**config.mk**
```make
export PLATFORM = sky130hd
export DESIGN_NAME = cla_seq_sched
export DESIGN_NICKNAME = d
export VERILOG_FILES = /design/src/rtl/cla_seq_sched.sv
export SDC_FILE = /design/constraint.sdc
export NUM_CORES = 1
export LEC_CHECK = 0
export ABC_AREA = 0
export CORE_MARGIN = 2
export CORE_UTILIZATION = 43
export DETAILED_ROUTE_END_ITERATION = 8
export PLACE_DENSITY = 0.81
export SKIP_CTS_REPAIR_TIMING = 1
export SLEW_MARGIN = 20
export SYNTH_ARGS = -nofsm -noshare
export SYNTH_HDL_FRONTEND = slang
export SYNTH_SLANG_ARGS = --single-unit
```
**constraint.sdc**
```tcl
create_clock -name clk -period 3.6 [get_ports clk]
set_clock_uncertainty 0.15 [all_clocks]
set_input_delay 0.36 -clock clk [delete_from_list [all_inputs] [get_ports clk]]
set_output_delay 0.36 -clock clk [all_outputs]
set_load 0.02 [all_outputs]
```
**src/rtl/cla_seq_sched.sv**
```systemverilog
// cla_seq_sched: shares one 8-bit carry-lookahead slice between two
// requesters. Each WIDTH-bit addition runs one slice per cycle, and the
// carry is held in a register between slices. Results come back on one
// tagged response port.
// Optional feature macro: CLA_SEQ_SUB_EN adds per-requester subtract
// (in0 - in1) inputs that are latched at accept.

// One-bit cell: sum plus generate/propagate for the lookahead network.
module adder1bit (
  input  logic a_i,
  input  logic b_i,
  input  logic c_i,
  output logic s_o,
  output logic g_o,
  output logic p_o
);
  assign g_o = a_i & b_i;
  assign p_o = a_i ^ b_i;
  assign s_o = p_o ^ c_i;
endmodule

// Four-bit carry-lookahead group. Carries are expanded in full so that no
// carry waits on a lower one. Scalar nets keep the network acyclic.
module cla4bit (
  input  logic [3:0] a_i,
  input  logic [3:0] b_i,
  input  logic       c_i,
  output logic [3:0] s_o,
  output logic       c_o
);
  logic g0, g1, g2, g3;
  logic p0, p1, p2, p3;
  logic c1, c2, c3;

  adder1bit u_b0 (.a_i(a_i[0]), .b_i(b_i[0]), .c_i(c_i), .s_o(s_o[0]), .g_o(g0), .p_o(p0));
  adder1bit u_b1 (.a_i(a_i[1]), .b_i(b_i[1]), .c_i(c1),  .s_o(s_o[1]), .g_o(g1), .p_o(p1));
  adder1bit u_b2 (.a_i(a_i[2]), .b_i(b_i[2]), .c_i(c2),  .s_o(s_o[2]), .g_o(g2), .p_o(p2));
  adder1bit u_b3 (.a_i(a_i[3]), .b_i(b_i[3]), .c_i(c3),  .s_o(s_o[3]), .g_o(g3), .p_o(p3));

  assign c1  = g0 | (p0 & c_i);
  assign c2  = g1 | (p1 & g0) | (p1 & p0 & c_i);
  assign c3  = g2 | (p2 & g1) | (p2 & p1 & g0) | (p2 & p1 & p0 & c_i);
  assign c_o = g3 | (p3 & g2) | (p3 & p2 & g1) | (p3 & p2 & p1 & g0)
             | (p3 & p2 & p1 & p0 & c_i);
endmodule

// State table:
//   state  | meaning
//   IDLE   | arbitrate; accept one operand pair
//   ADD    | one 8-bit slice per cycle, carry chained through carry_q
//   DONE   | result held on the response port until rsp_ready
module cla_seq_sched #(
  parameter int WIDTH   = 32,
  parameter int SLICE_W = 8   // the slice hardware is two cla4bit; keep at 8
) (
  input  logic             clk,
  input  logic             rst_n,
  input  logic             req0_valid,
  output logic             req0_ready,
  input  logic [WIDTH-1:0] req0_in0,
  input  logic [WIDTH-1:0] req0_in1,
  input  logic             req0_cin,
`ifdef CLA_SEQ_SUB_EN
  input  logic             req0_sub,
`endif
  input  logic             req1_valid,
  output logic             req1_ready,
  input  logic [WIDTH-1:0] req1_in0,
  input  logic [WIDTH-1:0] req1_in1,
  input  logic             req1_cin,
`ifdef CLA_SEQ_SUB_EN
  input  logic             req1_sub,
`endif
  output logic             rsp_valid,
  input  logic             rsp_ready,
  output logic [WIDTH-1:0] sum,
  output logic             cout,
  output logic             rsp_id,
  output logic             busy
);

  localparam int NSLICE = WIDTH / SLICE_W;
  localparam int CNT_W  = (NSLICE > 1) ? $clog2(NSLICE) : 1;
  localparam int IDX_W  = $clog2(WIDTH);
  localparam int SH     = $clog2(SLICE_W);
  localparam logic [CNT_W-1:0] CNT_LAST = CNT_W'(NSLICE - 1);

  typedef enum logic [1:0] {
    S_IDLE = 2'd0,
    S_ADD  = 2'd1,
    S_DONE = 2'd2
  } state_t;

  state_t           state_q, state_d;
  logic [CNT_W-1:0] cnt_q, cnt_d;
  logic [WIDTH-1:0] a_q, a_d;
  logic [WIDTH-1:0] b_q, b_d;
  logic             carry_q, carry_d;
  logic [WIDTH-1:0] sum_q, sum_d;
  logic             cout_q, cout_d;
  logic             id_q, id_d;
  logic             rr_q, rr_d;   // last-served requester

  logic             grant0, grant1;
  logic [WIDTH-1:0] acc_in0, acc_in1;
  logic             acc_cin;
  logic [IDX_W-1:0] base;
  logic [SLICE_W-1:0] slice_a, slice_b, slice_sum;
  logic             slice_c4, slice_cout;

  // rr_q=1 means requester 1 was served last, so requester 0 wins a tie.
  assign grant0 = req0_valid & (~req1_valid | rr_q);
  assign grant1 = req1_valid & (~req0_valid | ~rr_q);

  assign acc_in0 = grant1 ? req1_in0 : req0_in0;
`ifdef CLA_SEQ_SUB_EN
  logic acc_sub;
  logic [WIDTH-1:0] raw_in1;
  assign acc_sub = grant1 ? req1_sub : req0_sub;
  assign raw_in1 = grant1 ? req1_in1 : req0_in1;
  // Subtraction is stored as ~in1 with forced carry-in, so the slice path
  // does not need to know about the mode.
  assign acc_in1 = acc_sub ? ~raw_in1 : raw_in1;
  assign acc_cin = acc_sub | (grant1 ? req1_cin : req0_cin);
`else
  assign acc_in1 = grant1 ? req1_in1 : req0_in1;
  assign acc_cin = grant1 ? req1_cin : req0_cin;
`endif

  assign base    = IDX_W'(cnt_q) << SH;
  assign slice_a = a_q[base +: SLICE_W];
  assign slice_b = b_q[base +: SLICE_W];

  cla4bit u_lo (.a_i(slice_a[3:0]), .b_i(slice_b[3:0]), .c_i(carry_q),
                .s_o(slice_sum[3:0]), .c_o(slice_c4));
  cla4bit u_hi (.a_i(slice_a[7:4]), .b_i(slice_b[7:4]), .c_i(slice_c4),
                .s_o(slice_sum[7:4]), .c_o(slice_cout));

  // Next-state, datapath updates and handshake outputs.
  always_comb begin
    state_d    = state_q;
    cnt_d      = cnt_q;
    a_d        = a_q;
    b_d        = b_q;
    carry_d    = carry_q;
    sum_d      = sum_q;
    cout_d     = cout_q;
    id_d       = id_q;
    rr_d       = rr_q;
    req0_ready = 1'b0;
    req1_ready = 1'b0;
    case (state_q)
      S_IDLE: begin
        req0_ready = grant0;
        req1_ready = grant1;
        if (grant0 | grant1) begin
          a_d     = acc_in0;
          b_d     = acc_in1;
          carry_d = acc_cin;
          id_d    = grant1;
          rr_d    = grant1;
          cnt_d   = '0;
          state_d = S_ADD;
        end
      end
      S_ADD: begin
        sum_d[base +: SLICE_W] = slice_sum;
        carry_d = slice_cout;
        cnt_d   = cnt_q + CNT_W'(1);
        if (cnt_q == CNT_LAST) begin
          cout_d  = slice_cout;
          state_d = S_DONE;
        end
      end
      S_DONE: begin
        if (rsp_ready) state_d = S_IDLE;
      end
      default: state_d = S_IDLE;
    endcase
  end

  // State and datapath registers; reset drops any operation in flight.
  always_ff @(posedge clk or negedge rst_n) begin
    if (!rst_n) begin
      state_q <= S_IDLE;
      cnt_q   <= '0;
      a_q     <= '0;
      b_q     <= '0;
      carry_q <= 1'b0;
      sum_q   <= '0;
      cout_q  <= 1'b0;
      id_q    <= 1'b0;
      rr_q    <= 1'b1;
    end else begin
      state_q <= state_d;
      cnt_q   <= cnt_d;
      a_q     <= a_d;
      b_q     <= b_d;
      carry_q <= carry_d;
      sum_q   <= sum_d;
      cout_q  <= cout_d;
      id_q    <= id_d;
      rr_q    <= rr_d;
    end
  end

  assign rsp_valid = (state_q == S_DONE);
  assign busy      = (state_q != S_IDLE);
  assign sum       = sum_q;
  assign cout      = cout_q;
  assign rsp_id    = id_q;

endmodule

```
Yosys cells after proc, flatten, opt, wreduce, memory -nomap -nowiden
Index checks and enable logic that the tools add are counted.
{ "word_totals": {"register_bits": 104, "output_inout_bits": 38, "wordCells": 126} }
{ "op_classes": {"add_sub_neg": 2, "eq_ne": 6, "n_shift": 4, "n_mux": 14, "bitwise_logic": 84, "n_reduce_logical": 7} }
{ "op_table": {"columns": ["cell", "count"], "rows": [
  ["$mux W32", 2],
  ["$shiftx A32 B6 Y8", 2],
  ["$and A1 B1 Y1", 42],
  ["$bwmux W32", 1],
  ["$shift A8 B7 Y32 const A", 1],
  ["$shiftx A8 B7 Y32", 1],
  ["$or A1 B1 Y1", 23],
  ["$xor A1 B1 Y1", 16],
  ["$mux W2", 4],
  ["$neg A5 Y7", 1],
  ["$pmux W2 S3", 1],
  ["$reduce_and A2 Y1", 3],
  ["$eq A2 B2 Y1 const B", 2],
  ["$mux W1", 4],
  ["$ne A2 B2 Y1 const B", 2],
  ["$pmux W2 S2", 1],
  ["$reduce_bool A2 Y1", 2],
  ["$not A1 Y1", 3],
  ["$reduce_and A3 Y1", 1],
  ["$add A2 B1 Y2 const B", 1],
  ["$eq A2 B1 Y1 const B", 1],
  ["$logic_not A2 Y1", 1],
  ["$ne A2 B1 Y1 const B", 1],
  ["$pmux W1 S2", 1]
]} }

Logic depth before layout (Yosys ltp)
Gate-level depths: netlist (run 1).
{ "logic_depth": {"ltp_word": 12, "ltp_mapped": 10} }

Hierarchy
Synthesis (run 1) repeated with hierarchy kept, for this count alone.
{ "unflattened": {"cells_unflattened": 387, "area_unflattened_um2": 5516.5} }
{ "by_module_without_submodules": {"columns": ["module", "n_inst", "cells_each", "area_each_um2"], "rows": [
  ["cla_seq_sched", 1, 361, 5268.8],
  ["adder1bit", 8, 2, 21.3],
  ["cla4bit", 2, 5, 38.8]
]} }

Least setup slack after synthesis (run 1)
OpenSTA, ideal clock, no wires.
{ "synth_timing": {"kind": "reg-to-reg", "start": "reg cnt_q[0]", "end": "reg sum_q[13], in the netlist sum[13]", "setup_time_ns": 0.132, "arrival_ns": 2.794, "setup_slack_ns": 0.523, "stages_incl_launch_ff": 10, "path_buffers": 1, "path_cell_list": "dfrtp_1 -> buf_4 -> mux4_2 -> ha_1 -> a211oi_1 -> o21bai_1 -> a21o_1 -> fa_1 -> xnor2_1 -> o21ai_0"} }
{ "synth_via": {"elab_chain_cells": 12} }
{ "synth_rtl": {"columns": ["item", "line", "rtl"], "rows": [
  ["start, declared", "95", "logic [CNT_W-1:0] cnt_q, cnt_d;"],
  ["start signal, assigned", "196", "cnt_q <= cnt_d;"],
  ["$shiftx A32 B6 Y8 (on tied branches)", "131, 132", null],
  ["$xor A1 B1 Y1 or $and A1 B1 Y1 (tied branches)", "18, 17", null],
  ["$and A1 B1 Y1 (on tied branches)", "43, 44", null],
  ["$or A1 B1 Y1 (tied with other cells) (2 in a row)", "43", "assign c_o = g3 | (p3 & g2) | (p3 & p2 & g1) | (p3 & p2 & p1 & g0)"],
  ["$or A1 B1 Y1 or $and A1 B1 Y1 (tied branches)", "43, 44", null],
  ["$or A1 B1 Y1", "44", "| (p3 & p2 & p1 & p0 & c_i);"],
  ["$and A1 B1 Y1 (on tied branches)", "40, 41, 42", null],
  ["$or A1 B1 Y1 (on tied branches)", "40, 41, 42", null],
  ["$xor A1 B1 Y1", "19", "assign s_o = p_o ^ c_i;"],
  ["$shiftx A8 B7 Y32", "167", "sum_d[base +: SLICE_W] = slice_sum;"],
  ["$bwmux W32 (*)", "167", null],
  ["end signal, assigned", "200", "sum_q <= sum_d;"],
  ["end, declared", "99", "logic [WIDTH-1:0] sum_q, sum_d;"]
]} }
Every way passes the cells marked *; elsewhere a longest branch is shown, timed or not.
A chain may end at the register's enable or synchronous reset.

Final worst setup path (run 1)
{ "layout_timing": {"start": "reg cnt_q[0]", "end": "reg sum_q[5], in the netlist sum[5]"} }
The elaborated chain is that of the path after synthesis.

==> results of run 1 <==
## sequential cells by signal, indices dropped and copies added, names as in the netlist
register and cells:
a_q 32, b_q 32, sum 32, cnt_q 2, state_q 2, carry_q 1, cout 1, rr_q 1
rsp_id 1
## power by group
part / switching, W / internal [W] / total [W]
Sequential: 0.000410 / 0.00173 / 0.00214
Combinational: 0.00212 / 0.00164 / 0.00377
Clock: 0.000412 / 0.000649 / 0.00106
Total: 0.00294 / 0.00402 / 0.00696
## worst max-delay path, stage by stage (launching register included)
cell	delay (ns)
dfrtp_2	0.49
mux4_2	0.57
ha_1	0.33
a211oi_1	0.33
o21bai_1	0.16
a21o_1	0.22
fa_1	0.39
xnor2_1	0.38
o21ai_0	0.16
## final cells by class
cell class	instances	area (sq um)
Fill cell	974	4540
Sequential cell	104	2610
Multi-Input combinational cell	349	2590
Timing Repair Buffer	181	1810
Clock buffer	12	256
Tap cell	168	210
Clock inverter	4	76.3
Inverter	4	15.0
## worst max-delay path by stage
stage,cells after the start,slack [ns],startpoint,endpoint
finish,8,0.29,cnt_q[0],sum[5]
global route,9,0.1,cnt_q[0],sum[13]
CTS,7,-0.01,cnt_q[0],sum[14]
detailed placement,7,-0.04,cnt_q[0],sum[14]
global placement,7,0.11,cnt_q[0],sum[6]
floorplan,9,0.52,cnt_q[0],sum[13]
## cell usage after synthesis (5+ instances only)
master and instances:
a211oi_1 5, nor2_1 9, ha_1 14, dfrtp_1 103, nand3b_1 5, a22o_1 16
mux4_2 16, nand3_1 5, clkbuf_1 8, o31ai_1 7, nand2_1 81, o21ai_1 7
a21oi_1 7, buf_2 17, o21ai_0 70, mux2i_1 65
## cell families after synthesis
| logic type | after synthesis |
|---|---|
| and+or+nand+nor | 123 |
| adders and majority gates | 16 |
| AOI/OAI and AO/OA | 124 |
| DFF | 104 |
| muxes | 82 |
| buffers and inverters | 35 |
| xor gates and xnor gates | 4 |
## stage by stage
stage / hold slack [ns] / std cells
after floorplan: -0.0856 / 488
after global placement: 0.242 / 805
after detailed placement: 0.257 / 805
after CTS: -0.109 / 821
after global routing: 0.348 / 822
final: 0.328 / 822
## per-layer routing
layer  GRT usage (%)  share of wire [%]  wire, um  vias to the layer above
li1                -                  -         -                     2077
met1            28.8                 43      5930                     2095
met2            34.9                 49      6760                      147
met3            3.71                5.6       762                       20
met4            6.27                1.8       244                        0
met5               0                  0         0                        -
==> impl_results.md, run 1 <==
* FF+latch count, synth at 104
* Worst Hold Launch: a_q[18]
* Via count at 4339
* Nets at 800
* Total number of yosys warnings at 0
* Initial Util at 44.4%
* Setup TNS at 0 ns
* Post-Place Setup Slack at -0.0417 ns
* FF-to-FF Start: cnt_q[0]
* Unrepaired setup endpoints after global routing: no
* CTS H-tree lvls at 3
* First-pass GRT wire length at 22100 um
* Slew HR at 31.8%
* Die area at 13400 sq um
* Hold endpoint: a_q[18]
* Fin util at 62.5%
* Synth Area in Simple Gates at 10.4%
* DR iter-0 viols at 248
* Num rows at 40
* Adder-cell share of the synthesized area at 4.00%
* Syn Inst Count at 488
* Max cap viols at 0
* Final-report setup violation count at 0
* Total power at 0.00696 W
* Max frequency at 302 MHz
* Status: finished clean
* Dominant synthesized flop cell: dfrtp_1
* Area contributors post-synth: dfrtp_1, mux2i_1, mux4_2
* CTS tree: done
* CP arrival at 3.37 ns
* Initial antenna violation count at 0
* Leakage power figure at 3.28 nW
* Peak VDD IR at 502 uV
* Number of iterations in the first detailed-routing pass at 4
* Mux contribution to synthesized area at 19.0%
* CTS sink cnt at 104
* FF-to-FF End: sum[5]
* Post-synth EDFFs at 0
* Total GRT Usage at 21.1%
* # IOs at 173
* Remaining DRCs at 0
* Worst-path maximum fanout at 7
* Hold path depth at 2
* # port buffers at 172
* Synth top area share at 47.9%
* Syn_nets at 639
* Worst setup SP type: flip-flop
* Pin slew with the least headroom to its limit at 1.02 ns
* Vias in the first global route at 4370
* Xor/xnor share of the synthesized area at 0.652%
* Yosys cell types at 40
* CTS Buffer Depth at 2
* Placement Cell Area at 7220 sq um
* Worst endpoint required time at 3.66 ns
* Detailed placement HPWL at 10900 um
* CTS root buffer: clkbuf_16
* Final Slew Violations at 0
* Grt ovf at 0
* Seq/Total Area, Yosys at 48.4%
* Vert. Die Dim at 116 um
* Layout cells sized above 1 at 7.34%
* Via-to-Cell Ratio at 5.28
* Reg2reg setup slack at 0.29 ns
* Largest net degree at the start of global routing at 75
* Routed WL per cell at 16.7 um
* Final instance area at 7570 sq um
* Final setup margin at 0.290 ns
* Latest clock arrival within the worst-skew pair at 0.34 ns
* Largest family of logic cells by synthesized area: multiplexers
* Most common cell after layout, fill and taps aside: clkdlybuf4s50_1
* Die W at 116 um
* CTS buffer count at 9
* Mapped Avg Cell Area at 11.0 sq um
* Antenna Cells at 0
* Complex-gate fraction of the synthesized area at 14.0%
* Final Critical Period at 3.31 ns
* CP Capture Type: flip-flop
* Wirelength, routed at 13700 um
* DRT antenna net count at 0
* Worst min path class: reg2reg
* Clock slew at reported path FFs at 0.07 ns
* Area leader, netlist: dfrtp_1
* Final hold violations at 0
* Period utilization at 91.9%
* P&R area growth vs syn at 40.7%
* FF-to-FF path depth at 8
* Async set-reset flop share out of synthesis at 100%
* Critical path type: reg2reg
* Synth Cell Area at 5380 sq um
* Core Region at 12100 sq um
* Most frequent cells in the layout: clkdlybuf4s50_1, dfrtp_1, nand2_1
* Routability cong. at 0.875
* P per Cell Area at 920 nW/um^2
No activity file was read; power rests on OpenSTA's default activity.
==> inputs of run 2 (changes only) <==
--- a/config.mk
+++ b/config.mk
@@ -9,6 +9,7 @@
 export CORE_MARGIN = 2
 export CORE_UTILIZATION = 43
 export DETAILED_ROUTE_END_ITERATION = 8
+export GPL_ROUTABILITY_DRIVEN = 1
 export PLACE_DENSITY = 0.81
 export SKIP_CTS_REPAIR_TIMING = 1
 export SLEW_MARGIN = 20
==> results of run 2 <==
No change in the layout: final DEF, timing and power equal those of run 1.
